===== src/rtl/pcie_trans_pkg.sv =====
// Shared definitions for the PCIE transaction-path VC scheduler:
// FSM encoding and word field positions.
package pcie_trans_pkg;

  localparam int DATA_W_DEF = 6;
  localparam int VC_BIT     = 5;
  localparam int DEST_BIT   = 4;

  typedef enum logic [1:0] {
    ST_INIT   = 2'd0,
    ST_IDLE   = 2'd1,
    ST_ACTIVE = 2'd2
  } arb_state_e;

endpackage


===== src/rtl/vc_arbiter_if.sv =====
// VC-FIFO / destination-FIFO handshake bundle for vc_arbiter.
// master: the arbiter side; slave: the FIFO side.
interface vc_arbiter_if import pcie_trans_pkg::*; #(
  parameter int DATA_W = DATA_W_DEF
) ();

  logic              vc0_empty;
  logic [DATA_W-1:0] vc0_data;
  logic              vc1_empty;
  logic [DATA_W-1:0] vc1_data;
  logic              vc0_pop;
  logic              vc1_pop;
  logic              d0_almost_full;
  logic              d1_almost_full;
  logic              d0_full;
  logic              d1_full;
  logic [DATA_W-1:0] d_data;
  logic              d0_push;
  logic              d1_push;

  modport master (
    input  vc0_empty, vc0_data, vc1_empty, vc1_data,
    input  d0_almost_full, d1_almost_full, d0_full, d1_full,
    output vc0_pop, vc1_pop, d_data, d0_push, d1_push
  );

  modport slave (
    output vc0_empty, vc0_data, vc1_empty, vc1_data,
    output d0_almost_full, d1_almost_full, d0_full, d1_full,
    input  vc0_pop, vc1_pop, d_data, d0_push, d1_push
  );

endinterface


===== src/rtl/vc_arbiter_wrr_pick.sv =====
// Weighted round-robin pick between two VCs, VC0 favoured.
// VC1 wins a contended cycle once VC0 has taken 'weight' grants in a row.
module vc_wrr_pick #(
  parameter int WEIGHT_W = 4
) (
  input  logic                clk,
  input  logic                reset,
  input  logic                en,
  input  logic                elig0,
  input  logic                elig1,
  input  logic [WEIGHT_W-1:0] weight,
  output logic                gnt0,
  output logic                gnt1
);

  logic [WEIGHT_W-1:0] credit_q, credit_d;

  function automatic logic [WEIGHT_W-1:0] sat_inc(input logic [WEIGHT_W-1:0] v,
                                                  input logic [WEIGHT_W-1:0] lim);
    return (v >= lim) ? lim : v + 1'b1;
  endfunction

  always_comb begin
    gnt0 = 1'b0;
    gnt1 = 1'b0;
    if (en) begin
      if (elig0 && elig1) begin
        if (credit_q >= weight) gnt1 = 1'b1;
        else                    gnt0 = 1'b1;
      end else if (elig0) begin
        gnt0 = 1'b1;
      end else if (elig1) begin
        gnt1 = 1'b1;
      end
    end
  end

  // Credit only accumulates while VC1 is actually waiting; a lowered weight clamps it.
  always_comb begin
    credit_d = credit_q;
    if (!elig1 || gnt1)         credit_d = '0;
    else if (gnt0)              credit_d = sat_inc(credit_q, weight);
    else if (credit_q > weight) credit_d = weight;
  end

  always_ff @(posedge clk or posedge reset) begin
    if (reset) credit_q <= '0;
    else       credit_q <= credit_d;
  end

endmodule


===== src/rtl/vc_arbiter.sv =====
// VC0/VC1 -> D0/D1 scheduler: FSM, one-word-per-cycle grant, registered push stage,
// sticky overflow error. Define ARB_STATS_EN to add per-VC grant counters.
module vc_arbiter import pcie_trans_pkg::*; #(
  parameter int DATA_W   = DATA_W_DEF,
  parameter int WEIGHT_W = 4
`ifdef ARB_STATS_EN
  , parameter int STAT_W = 16
`endif
) (
  input  logic                clk,
  input  logic                reset,
  input  logic                init,
  input  logic [WEIGHT_W-1:0] weight_cfg,
  vc_arbiter_if.master        bus,
  output logic                active_out,
  output logic                idle_out,
  output logic                error_out
`ifdef ARB_STATS_EN
  , output logic [STAT_W-1:0] grant_cnt_vc0
  , output logic [STAT_W-1:0] grant_cnt_vc1
`endif
);

  arb_state_e          state_q, state_d;
  logic [WEIGHT_W-1:0] weight_q;
  logic                elig0, elig1, gnt0, gnt1, gnt_any, grant_en;
  logic [DATA_W-1:0]   sel_data;
  logic [DATA_W-1:0]   d_data_p1;
  logic                vld0_p1, vld1_p1;
  logic                error_q;

  function automatic logic [WEIGHT_W-1:0] cfg_weight(input logic [WEIGHT_W-1:0] cfg);
    return (cfg == '0) ? WEIGHT_W'(1) : cfg;
  endfunction

  // Head-of-line eligibility: each VC is blocked only by its own head's destination.
  assign elig0 = !bus.vc0_empty &&
                 !(bus.vc0_data[DEST_BIT] ? bus.d1_almost_full : bus.d0_almost_full);
  assign elig1 = !bus.vc1_empty &&
                 !(bus.vc1_data[DEST_BIT] ? bus.d1_almost_full : bus.d0_almost_full);
  assign grant_en = (state_q != ST_INIT) && !init;

  vc_wrr_pick #(.WEIGHT_W(WEIGHT_W)) u_pick (
    .clk   (clk),
    .reset (reset),
    .en    (grant_en),
    .elig0 (elig0),
    .elig1 (elig1),
    .weight(weight_q),
    .gnt0  (gnt0),
    .gnt1  (gnt1)
  );

  assign gnt_any     = gnt0 | gnt1;
  assign sel_data    = gnt1 ? bus.vc1_data : bus.vc0_data;
  assign bus.vc0_pop = gnt0;
  assign bus.vc1_pop = gnt1;

  always_comb begin
    state_d = state_q;
    unique case (state_q)
      ST_INIT:   if (!init) state_d = ST_IDLE;
      ST_IDLE:   if (init) state_d = ST_INIT;
                 else if (elig0 || elig1) state_d = ST_ACTIVE;
      ST_ACTIVE: if (init) state_d = ST_INIT;
                 else if (!(elig0 || elig1)) state_d = ST_IDLE;
      default:   state_d = ST_INIT;
    endcase
  end

  always_ff @(posedge clk or posedge reset) begin
    if (reset) begin
      state_q  <= ST_INIT;
      weight_q <= WEIGHT_W'(1);
      error_q  <= 1'b0;
    end else begin
      state_q <= state_d;
      if (state_q == ST_INIT) weight_q <= cfg_weight(weight_cfg);
      if ((vld0_p1 && bus.d0_full) || (vld1_p1 && bus.d1_full)) error_q <= 1'b1;
    end
  end

  // p0 -> p1: granted word and its destination push
  always_ff @(posedge clk or posedge reset) begin
    if (reset) begin
      d_data_p1 <= '0;
      vld0_p1   <= 1'b0;
      vld1_p1   <= 1'b0;
    end else begin
      vld0_p1 <= gnt_any && !sel_data[DEST_BIT];
      vld1_p1 <= gnt_any &&  sel_data[DEST_BIT];
      if (gnt_any) d_data_p1 <= sel_data;
    end
  end

  assign bus.d_data  = d_data_p1;
  assign bus.d0_push = vld0_p1;
  assign bus.d1_push = vld1_p1;
  assign active_out  = (state_q == ST_ACTIVE);
  assign idle_out    = (state_q == ST_IDLE) && !(vld0_p1 || vld1_p1);
  assign error_out   = error_q;

`ifdef ARB_STATS_EN
  logic [STAT_W-1:0] cnt0_q, cnt1_q;

  always_ff @(posedge clk or posedge reset) begin
    if (reset) begin
      cnt0_q <= '0;
      cnt1_q <= '0;
    end else if (state_d == ST_INIT && state_q != ST_INIT) begin
      cnt0_q <= '0;
      cnt1_q <= '0;
    end else begin
      if (gnt0) cnt0_q <= cnt0_q + 1'b1;
      if (gnt1) cnt1_q <= cnt1_q + 1'b1;
    end
  end

  assign grant_cnt_vc0 = cnt0_q;
  assign grant_cnt_vc1 = cnt1_q;
`endif

endmodule

===== src/flat_wrapper.sv =====
// flat-port wrapper written by rule: the top's interface ports become plain ports
module vc_arbiter_flat import pcie_trans_pkg::*;
#(
  parameter int DATA_W   = DATA_W_DEF,
  parameter int WEIGHT_W = 4

)
  (clk, reset, init, weight_cfg, active_out, idle_out, error_out, bus_vc0_empty, bus_vc0_data, bus_vc1_empty, bus_vc1_data, bus_d0_almost_full, bus_d1_almost_full, bus_d0_full, bus_d1_full, bus_vc0_pop, bus_vc1_pop, bus_d_data, bus_d0_push, bus_d1_push);
  vc_arbiter_if #(.DATA_W(DATA_W)) bus_i ();
  input  logic clk;
  input  logic reset;
  input  logic init;
  input  logic [WEIGHT_W-1:0] weight_cfg;
  output logic active_out;
  output logic idle_out;
  output logic error_out;
  input wire logic [$bits(bus_i.vc0_empty)-1:0] bus_vc0_empty;
  input wire logic [$bits(bus_i.vc0_data)-1:0] bus_vc0_data;
  input wire logic [$bits(bus_i.vc1_empty)-1:0] bus_vc1_empty;
  input wire logic [$bits(bus_i.vc1_data)-1:0] bus_vc1_data;
  input wire logic [$bits(bus_i.d0_almost_full)-1:0] bus_d0_almost_full;
  input wire logic [$bits(bus_i.d1_almost_full)-1:0] bus_d1_almost_full;
  input wire logic [$bits(bus_i.d0_full)-1:0] bus_d0_full;
  input wire logic [$bits(bus_i.d1_full)-1:0] bus_d1_full;
  output wire logic [$bits(bus_i.vc0_pop)-1:0] bus_vc0_pop;
  output wire logic [$bits(bus_i.vc1_pop)-1:0] bus_vc1_pop;
  output wire logic [$bits(bus_i.d_data)-1:0] bus_d_data;
  output wire logic [$bits(bus_i.d0_push)-1:0] bus_d0_push;
  output wire logic [$bits(bus_i.d1_push)-1:0] bus_d1_push;
  assign bus_i.vc0_empty = bus_vc0_empty;
  assign bus_i.vc0_data = bus_vc0_data;
  assign bus_i.vc1_empty = bus_vc1_empty;
  assign bus_i.vc1_data = bus_vc1_data;
  assign bus_i.d0_almost_full = bus_d0_almost_full;
  assign bus_i.d1_almost_full = bus_d1_almost_full;
  assign bus_i.d0_full = bus_d0_full;
  assign bus_i.d1_full = bus_d1_full;
  assign bus_vc0_pop = bus_i.vc0_pop;
  assign bus_vc1_pop = bus_i.vc1_pop;
  assign bus_d_data = bus_i.d_data;
  assign bus_d0_push = bus_i.d0_push;
  assign bus_d1_push = bus_i.d1_push;
  vc_arbiter #(.DATA_W(DATA_W), .WEIGHT_W(WEIGHT_W)) u_core (.clk(clk), .reset(reset), .init(init), .weight_cfg(weight_cfg), .bus(bus_i), .active_out(active_out), .idle_out(idle_out), .error_out(error_out));
endmodule

===== config.mk =====
export PLATFORM = sky130hd
export DESIGN_NAME = vc_arbiter_flat
export DESIGN_NICKNAME = d
export VERILOG_FILES = /design/src/rtl/pcie_trans_pkg.sv /design/src/rtl/vc_arbiter_if.sv /design/src/rtl/vc_arbiter_wrr_pick.sv /design/src/rtl/vc_arbiter.sv /design/src/flat_wrapper.sv
export SDC_FILE = /design/constraint.sdc
export NUM_CORES = 1
export LEC_CHECK = 0
export ABC_AREA = 1
export BUFFER_PORTS_ARGS = -buffer_cell sky130_fd_sc_hd__buf_4
export CORE_ASPECT_RATIO = 2
export CORE_MARGIN = 3
export CORE_UTILIZATION = 28
export DETAILED_ROUTE_END_ITERATION = 12
export PLACE_DENSITY = 0.51
export SLEW_MARGIN = 10
export SYNTH_ARGS = -nofsm -noshare
export SYNTH_HDL_FRONTEND = slang
export SYNTH_HIERARCHICAL = 1
export SYNTH_SLANG_ARGS = --single-unit
export TNS_END_PERCENT = 20

===== constraint.sdc =====
create_clock -name clk -period 2 [get_ports clk]
set_input_delay 0.2 -clock clk [delete_from_list [all_inputs] [get_ports clk]]
set_output_delay 0.2 -clock clk [all_outputs]
set_load 0.02 [all_outputs]

-- Word-level counts from Yosys, hierarchy flattened
Cells that the tools add are included.
- register bits: 19
- input port bits: 25
- output and inout bits: 13
- logic and storage cells: 65
- add/subtract/negate cells: 1
- order comparisons: 2
- eq/ne operators: 5
- muxes and demuxes: 23
- bitwise gates (word level): 1
- reduce and logical (&&, ||, !) cells: 26
- operator list (kind ; number):
    two-way mux 4 bit ; 5
    two-way mux 1 bit ; 11
    two-way mux 2 bit ; 5
    logical AND 1 bit ; 9
    zero test 1 bit ; 8
    two-way mux 6 bit ; 1
    case mux 2 bit (3 select lines) ; 1
    adder 4 x 1 -> 4 bit, second input constant ; 1
    >= comparator 4 bit ; 1
    greater-than comparator 4 bit ; 1
    zero test 4 bit ; 1
    logical OR 1 bit ; 4
    != test 3 x 2 -> 1 bit, second input constant ; 1
    != test 3 bit, second input constant ; 1
    AND reduction 3 bit ; 1
    nonzero test 3 bit ; 1
    equality test 2 x 1 -> 1 bit, second input constant ; 1
    equality test 2 bit, second input constant ; 1
    zero test 2 bit ; 1
    != test 2 bit, second input constant ; 1
    nonzero test 2 bit ; 1
    OR 1 bit ; 1

-- Logic depth before layout (Yosys ltp)
Gate-level depths: netlist (run 1).
- depth in word-level cells: 10
- depth in mapped cells: 14
- depth with buffers taken out: 14

-- Cells and area by module
The synthesis (run 1) kept the hierarchy.
- modules (own cells, without submodules) (module ; instances ; cells an instance ; area each (µm²)):
    vc_arbiter ; 1 ; 86 ; 713.2
    vc_wrr_pick ; 1 ; 72 ; 530.5

-- Worst setup path after synthesis (run 1)
Ideal clock, no wire load.
- kind: register to register
- start point: reg u_core.weight_q[0]
- end point: reg u_core.d_data_p1[4] (netlist: u_core/bus.d_data[4])
- data arrival time: 1689 ps
- path slack: 188 ps
- cell stages (with the launch flop): 13
- path buffers: 1
- period minus slack after synthesis: 1812 ps
- cell sequence: dfstp_2 > ha_1 > nand2_1 > inv_2 > nand2_8 > nand4_4 > nand3_1 > inv_1 > buf_6 > nand2_1 > o21ai_2 > nor2_2 > nor2_2
- cells in the longest elaborated chain, start to end: 5
- elaborated cells between the ends (all ways): 9
- classes of those cells: 1 x order compare; 7 x mux; 1 x bitwise
- RTL lines (what ; line ; source):
    from (decl) ; vc_arbiter.sv:25 ; logic [WEIGHT_W-1:0] weight_q;
    from (signal assigned) ; vc_arbiter.sv:78 ; if (state_q == ST_INIT) weight_q <= cfg_weight(weight_cfg);
    >= comparator 4 bit (*) ; vc_arbiter_wrr_pick.sv:28 ; if (credit_q >= weight) gnt1 = 1'b1;
    two-way mux 1 bit (*) ; vc_arbiter_wrr_pick.sv:28 ;
    two-way mux 1 bit (*) ; vc_arbiter_wrr_pick.sv:27 ; if (elig0 && elig1) begin
    two-way mux 1 bit (*) ; vc_arbiter_wrr_pick.sv:26 ; if (en) begin
    named net bus_vc1_pop ; flat_wrapper.sv:26 ; output wire logic [$bits(bus_i.vc1_pop)-1:0] bus_vc1_pop;
    two-way mux 6 bit / OR 1 bit (equally long branches) ; vc_arbiter.sv:55, vc_arbiter.sv:54 ;
    to (signal assigned) ; vc_arbiter.sv:92 ; if (gnt_any) d_data_p1 <= sel_data;
    to (decl) ; vc_arbiter.sv:28 ; logic [DATA_W-1:0] d_data_p1;
Mark *: on every way through the listed nets, which the timed path passes. The rest lies on a longest branch.
A chain may end at the register's enable or synchronous reset.

-- Worst setup path in the final report (run 1)
- start point: reg u_core.weight_q[0]
- end point: out bus_vc0_pop
- cells in the longest elaborated chain, start to end: 4
- RTL lines (what ; line ; source):
    >= comparator 4 bit ; vc_arbiter_wrr_pick.sv:28 ;
    two-way mux 1 bit ; vc_arbiter_wrr_pick.sv:28 ;
    two-way mux 1 bit ; vc_arbiter_wrr_pick.sv:27 ;
    two-way mux 1 bit ; vc_arbiter_wrr_pick.sv:26 ;
    to (decl) ; flat_wrapper.sv:25 ; output wire logic [$bits(bus_i.vc0_pop)-1:0] bus_vc0_pop;
Every way passes these cells.

==> run_results.csv, run 1 <==
group,metric,value,unit
timing,rsz0062_at_grt,"yes",
route,avgRoutedWirePerCell,13.0,um
synthesis,synth_flop_cell,"dfrtp_1",
critical_path,critical_path_peak_fanout,3,
pwr,leakage,0.00101,uW
timing,timing.final.crit_period,1920,ps
critical_path,cp_top_family,"flip-flops",
synthesis,ys_types,31,
floorplan,core,4170,sq um
run,maxCapViolCount,0,
critical_path,path_class,"flip-flop to output pin",
synthesis,synthArstFlopShare,100,%
cts,clock_sinks,19,
floorplan,dieHeight,100,um
critical_path,crit_path_frequent_cell,"buf_6",
placed_design,numPortBuffers,37,
route,drt-vias-per-instance,4.58,
critical_path,worst_path_largest_cell_delay,540,ps
cts,clockRootBuffer,"clkbuf_8",
floorplan,die_x,53.1,um
timing,fin_crit_sh,95.8,%
synthesis,synthCells,158,
pwr,p_per_area,755,nW/um^2
global_routing,antenna_found_initial,0,
route,drc_errors,0,
pwr,power.total,1430,uW
route,postRouteAntennaNets,0,
placed_design,hpwl,2.94,mm
timing,fmax,522,MHz
route,dr.pass1.iters,4,
cells_and_area,regArea,479,sq um
critical_path,crit_chain,"ha_1 -> nand2_1 -> inv_2 -> nand2_8 -> buf_6 -> nand3_2 -> nand2_2 -> nand2_4 -> inv_4 -> buf_6",
global_routing,grt_max_degree,16,
placed_design,dp.cells,258,
route,drtIter0Drc,14,
critical_path,cp-end-kind,"output pin",
critical_path,slowest_stage,"dfstp_2",
synthesis,synthesis.area,1240,sq um
synthesis,syn_nets,188,
critical_path,worstPathArrival,1720,ps
run_status,status,"complete, no violations",
synthesis,yosysSeqAreaShare,38.3,%
cts,cts_made_buffers,3,
cells_and_area,syn2layout_area_growth,52.3,%
timing,tightest_slew,596,ps
critical_path,critPathBufInv,4,
cells_and_area,final_cells,272,
synthesis,ys_seq_elements,19,
synthesis,synth_top_cell_by_area,"dfrtp_1",
timing,finClkSkew,2.58,ps
global_routing,grt.overflow.total,0,
synthesis,synth_edf_count,0,
cts,cts.path.max_buffers,2,
synthesis,yosys_warnings,6,
cts,cts_htree_levels,1,
cts,cts_tree,"built",
critical_path,critical_path_required,1800,ps
cells_and_area,final_layout_size_suffix_gt1_share,46.4,%
cells_and_area,antenna_cells,0,
cells_and_area,multi_input_area,712,sq um
cells_and_area,num-fill-cells,442,
pwr,ir_worst_vdd,0.622,mV
floorplan,row_count,33,
worst_hold_path,hp-class,"input port to flip-flop",
global_routing,grt_pass1_vias,1296,
global_routing,grtUsageTotal,14.4,%
timing,hold_viol,0,
floorplan,initial_core_util,29.8,%
timing,setup_violations,0,
placed_design,gp_congestion,0.899,
floorplan,ios,38,
floorplan,die-area,5330,sq um
synthesis,netlist_top_cells_area,"dfrtp_1 36%, nand2_1 14%, inv_1 6.6%, nand3_1 6.0%, ha_1 5.0%",
cells_and_area,final_nets,251,
route,num_vias,1247,
critical_path,start_kind,"flip-flop",
synthesis,avgSynthCellArea,7.87,sq um
global_routing,grt_pass1_wl,5.60,mm
synthesis,yosysTopAreaCellShare,36.2,%
route,wl,3.53,mm
timing,maxSlewHeadroom,60.2,%
cts,clk_latency,250,ps
cts,clk_pin_slew,70,ps
timing,maxSlewViolCount,0,
==> cells by family (layout without fill, tap and decap cells) <==
| logic type | Yosys count | after routing | share of synthesized area, % |
|---|---|---|---|
| buf+inv | 31 | 93 | 10.7 |
| flops | 19 | 19 | 38.3 |
| xor+xnor | 2 | 2 | 1.41 |
| compound gates | 13 | 13 | 7.85 |
| fa+ha+maj | 5 | 5 | 5.03 |
| simple gates | 88 | 88 | 36.7 |
==> synth_stat cells (all sizes together), types with 4 or more instances <==
library cell,instances
ha,5
nor2,11
o21ai,4
dfrtp,18
nand3,16
inv,28
nand4,5
nand2,54
a21oi,5
==> power breakdown <==
part / leakage (uW) / internal [uW] / switching (uW)
Sequential: 0.000235 / 460 / 52.9
Combinational: 0.000748 / 295 / 355
Clock: 0.0000255 / 138 / 129
==> path summary, 6_finish.rpt <==
path,start,endpoint,slack (ps),depth (start not counted)
max,u_core/weight_q[0],bus_vc0_pop,80,10
min,bus_d0_full,u_core/error_out,150,3
max reg2reg,u_core/u_pick/credit_q[3],u_core/bus.d_data[1],100,13
min reg2reg,u_core/error_out,u_core/error_out,480,2
max in group asynchronous,reset,u_core/bus.d1_push,1040,3
min in group asynchronous,reset,u_core/u_pick/credit_q[3],390,3
==> timing repair <==
item	CTS	global route
hold buffers	1	0
hold endpoints to repair	4	0
buffers inserted	4	5
endpoints found under the setup margin	3	10
pin swaps	0	11
gates resized for setup	5	16
==> per-stage QoR <==
step / hold slack, ps / area (sq um) / setup WS, ps / TNS, ps / util (%)
after global placement: 103 / 1670 / 63.0 / 0 / 39.9
after CTS: 140 / 1770 / 9.43 / 0 / 42.4
after detailed placement: 105 / 1670 / 3.78 / 0 / 39.9
final: 146 / 1890 / 84.3 / 0 / 45.4
after global routing: 143 / 1890 / -13.7 / -30.3 / 45.4
after floorplan: -33.9 / 1240 / 188 / 0 / -
==> final cells by class <==
class | instances | area share, %
Clock buffer | 3 | 2.18
Timing Repair Buffer | 59 | 24.5
Sequential cell | 19 | 25.3
Multi-Input combinational cell | 108 | 37.6
Tap cell | 52 | 3.43
Clock inverter | 1 | 0.264
Inverter | 30 | 6.74
==> sequential cells by signal, summed over array words and instances (netlist names) <==
register                count
u_core/bus.d_data           6
u_core/u_pick/credit_q      4
u_core/weight_q             4
u_core/state_q              2
u_core/bus.d0_push          1
u_core/bus.d1_push          1
u_core/error_out            1
==> worst register-to-register path, stage by stage, from the launching register on <==
cell,delay (ps)
dfrtp_2,450
ha_4,280
nand2_2,50
inv_4,90
nand2_4,70
buf_4,140
nand3_2,50
nand2_2,70
nand2_4,80
inv_4,40
buf_4,130
nor2_4,220
nand2_1,80
nand3_1,90
==> cell usage in the layout, fill, tap and decap left out, types with 2 or more instances in the layout <==
cell type,n
a21oi_1,4
a22oi_2,2
buf_4,53
buf_6,5
clkbuf_8,3
clkinv_2,2
dfrtp_1,16
dfrtp_2,2
ha_1,2
ha_4,3
inv_1,20
inv_2,5
inv_4,2
nand2_1,46
nand2_2,5
nand2_4,2
nand3_1,14
nand3_2,2
nand4_1,3
nor2_1,6
nor2_4,4
o21ai_1,3
xor2_1,2
==> metal layers <==
metal  up-vias  GRT usage, %  share of wire, %
met3        10          1.63               4.2
met2        38          28.5                62
met4         0          7.09               2.9
met1       578          13.4                31
met5         -             0                 0
li1        621             -                 -
Power figures use the tool's default switching activity.
==> run 2, diff against run 1 <==
--- a/config.mk
+++ b/config.mk
@@ -7,14 +7,15 @@
 export LEC_CHECK = 0
 export ABC_AREA = 1
 export BUFFER_PORTS_ARGS = -buffer_cell sky130_fd_sc_hd__buf_4
+export CELL_PAD_IN_SITES_DETAIL_PLACEMENT = 2
+export CELL_PAD_IN_SITES_GLOBAL_PLACEMENT = 2
 export CORE_ASPECT_RATIO = 2
 export CORE_MARGIN = 3
-export CORE_UTILIZATION = 28
+export CORE_UTILIZATION = 27
 export DETAILED_ROUTE_END_ITERATION = 12
-export PLACE_DENSITY = 0.51
+export PLACE_DENSITY = 0.8
 export SLEW_MARGIN = 10
 export SYNTH_ARGS = -nofsm -noshare
 export SYNTH_HDL_FRONTEND = slang
-export SYNTH_HIERARCHICAL = 1
 export SYNTH_SLANG_ARGS = --single-unit
 export TNS_END_PERCENT = 20
==> run 2 against run 1 <==
Combinational power is 5.5% lower. Hold slack worse by 66 ps. Die area is 1.8% higher. Sequential share of layout area is 2.5 points higher. Wire length is 19% higher. Clock power is 1% lower. Setup slack worse by 35 ps. Area after synthesis is 1.7% lower. First-iteration DRC count is 43% lower. Fmax is 1.8% lower. Via count is 1.4% lower. Critical path type unchanged.
==> run_results.csv, run 2 <==
group,metric,value,unit
synthesis,yosysTopAreaCellShare,36.8,%
synthesis,synth_top_cell_by_area,"dfrtp_1",
global_routing,grt_pass1_wl,6.76,mm
route,postRouteAntennaNets,0,
cts,clock_sinks,19,
cells_and_area,final_nets,241,
synthesis,ys_types,25,
timing,maxSlewHeadroom,49.9,%
critical_path,path_class,"flip-flop to output pin",
critical_path,critPathBufInv,2,
timing,whs,80.3,ps
route,drt-vias-per-instance,4.66,
pwr,p_per_area,806,nW/um^2
cts,cts_made_buffers,3,
critical_path,cp_top_family,"simple AND/OR/NAND/NOR gates",
route,drtIter0Drc,8,
synthesis,synthesis.area,1220,sq um
critical_path,reg2reg_to,"u_core.u_pick.credit_q[3]",
synthesis,synthCells,162,
synthesis,ys_seq_elements,19,
timing,hold_viol,0,
cts,cts_htree_levels,1,
critical_path,crit_chain,"inv_1 -> ha_1 -> nand4_1 -> nand3_4 -> nor2_4 -> nor2_8 -> buf_4",
synthesis,synth_edf_count,0,
cells_and_area,final_cell_mix,"57 x nand2_1, 44 x buf_4, 26 x inv_1, 18 x dfrtp_1, 12 x nand3_1",
route,dr.pass1.iters,3,
cts,clockRootBuffer,"clkbuf_8",
synthesis,synthArstFlopShare,100,%
cells_and_area,antenna_cells,0,
synthesis,synthTopCellsByCount,"58 x nand2_1, 28 x inv_1, 18 x dfrtp_1",
route,num_vias,1229,
timing,timing.final.crit_period,1950,ps
synthesis,netlist_top_cells_area,"dfrtp_1 37%, nand2_1 18%, inv_1 8.6%, ha_1 5.1%, nand3_1 4.9%",
critical_path,start_kind,"flip-flop",
timing,finClkSkew,1.88,ps
critical_path,cp.depth,7,
cells_and_area,utilization,39.6,%
critical_path,worstPathArrival,1750,ps
synthesis,yosys_warnings,0,
synthesis,synth.most_common_cell,"nand2_1",
cells_and_area,final_layout_size_suffix_gt1_share,34.3,%
route,wl,4.21,mm
cells_and_area,syn2layout_area_growth,40.4,%
floorplan,die_x,53.6,um
floorplan,dieHeight,101,um
route,avgRoutedWirePerCell,16.0,um
critical_path,critical_path_required,1800,ps
critical_path,r2r_setup_slack,170,ps
critical_path,critical_path_peak_fanout,8,
critical_path,reg2reg_depth,10,
placed_design,hpwl,3.40,mm
global_routing,grt.overflow.total,0,
cells_and_area,largest_reg_flops,6,
synthesis,syn_nets,192,
pwr,ir_worst_vdd,0.488,mV
synthesis,avgSynthCellArea,7.55,sq um
floorplan,die-area,5420,sq um
timing,maxSlewViolCount,0,
floorplan,initial_core_util,28.2,%
critical_path,worst_path_largest_cell_delay,410,ps
global_routing,grtUsageTotal,17.1,%
run,maxCapViolCount,0,
critical_path,slowest_stage,"dfrtp_1",
timing,fmax,513,MHz
timing,rsz0062_at_grt,"yes",
floorplan,core,4340,sq um
synthesis,synth_flop_cell,"dfrtp_1",
cts,clk_pin_slew,70,ps
cts,clk_latency,250,ps
placed_design,placed_cell_area,1580,sq um
placed_design,numPortBuffers,37,
timing,fin_setup_tns,0,ps
cts,cts.path.max_buffers,2,
cts,cts_tree,"built",
run_status,status,"complete, no violations",
timing,setup_violations,0,
cells_and_area,final_common_cell,"nand2_1",
synthesis,yosysSeqAreaShare,39.0,%
cts,holdBufCountCts,0,
cells_and_area,final_area,1720,sq um
floorplan,ios,38,
global_routing,grt_max_degree,20,
global_routing,grt_pass1_vias,1455,
critical_path,cp-end-kind,"output pin",
worst_hold_path,hp-class,"input port to async pin",
timing,fin_crit_sh,97.5,%
route,drc_errors,0,
critical_path,timing.rr.start,"u_core.u_pick.credit_q[0]",
global_routing,antenna_found_initial,0,
placed_design,gp_congestion,0.830,
floorplan,row_count,34,
cells_and_area,num-fill-cells,549,
timing,tightest_slew,751,ps
pwr,leakage,0.000959,uW
==> run 2: logic make-up after synthesis <==
kind of cell	count (synthesis)	synth area share (%)
flops	19	39.0
simple gates	90	37.2
fa+ha+maj	5	5.12
compound gates	16	8.09
xor+xnor	1	0.717
buf+inv	31	9.93
==> run 2: timing repair <==
action	4_1_cts	5_1_grt
resized for setup	7	2
pin swaps	2	2
buffers inserted	2	3
setup endpoints to repair	3	4
==> run 2: metrics by stage <==
step                setup slack (ps)  instances  power, uW
global route                   -50.2        264       1490
detailed placement             -13.0        255       1030
CTS                             21.8        261       1360
floorplan                        214        162        813
finish                          49.0        264       1380
global placement                91.3        255       1010
==> run 2: power by group <==
group | switching [uW] | internal [uW] | total [uW]
Combinational | 356 | 258 | 614
Sequential | 50.5 | 455 | 506
Clock | 123 | 141 | 264
==> run 2: worst max-delay path by stage <==
stage                                         start                         to  slack, ps
final                     u_core.u_pick.credit_q[0]                bus_vc1_pop         50
after global routing      u_core.u_pick.credit_q[0]                bus_vc1_pop        -50
after CTS                        u_core.weight_q[2]                bus_vc1_pop         20
after detailed placement         u_core.weight_q[3]       u_core.bus.d_data[4]        -10
after global placement           u_core.weight_q[3]       u_core.bus.d_data[4]         90
after floorplan           u_core.u_pick.credit_q[3]  u_core.u_pick.credit_q[3]        210
==> run 2: area by class of cell <==
type / count / area (sq um) / share of cell area (%)
sequential: 19 / 477 / 27.8
inverter: 31 / 121 / 7.07
clock buffer: 4 / 45.0 / 2.62
tap: 54 / 67.6 / 3.94
multi-input combinational: 112 / 676 / 39.4
timing repair buffer: 44 / 330 / 19.2
==> run 2: per-layer routing <==
layer  share of wire (%)  track usage, %  wire length [um]  vias up
met5                   0               0                 0        -
met3                 2.3            2.36                95        2
met4                0.19            3.94                 8        0
met1                  31            15.5              1320      606
met2                  66            36.0              2790       20
li1                    -               -                 -      601
==> run 2: worst register-to-register path, stage by stage (launching register included) <==
cell     delay (ps)
dfrtp_1         410
inv_1            90
ha_1            290
nand4_1         150
buf_4           150
nand2_1         140
nand2_1         100
nand2_1          60
nor2_2          190
nand3_1         110
nand2_1          80
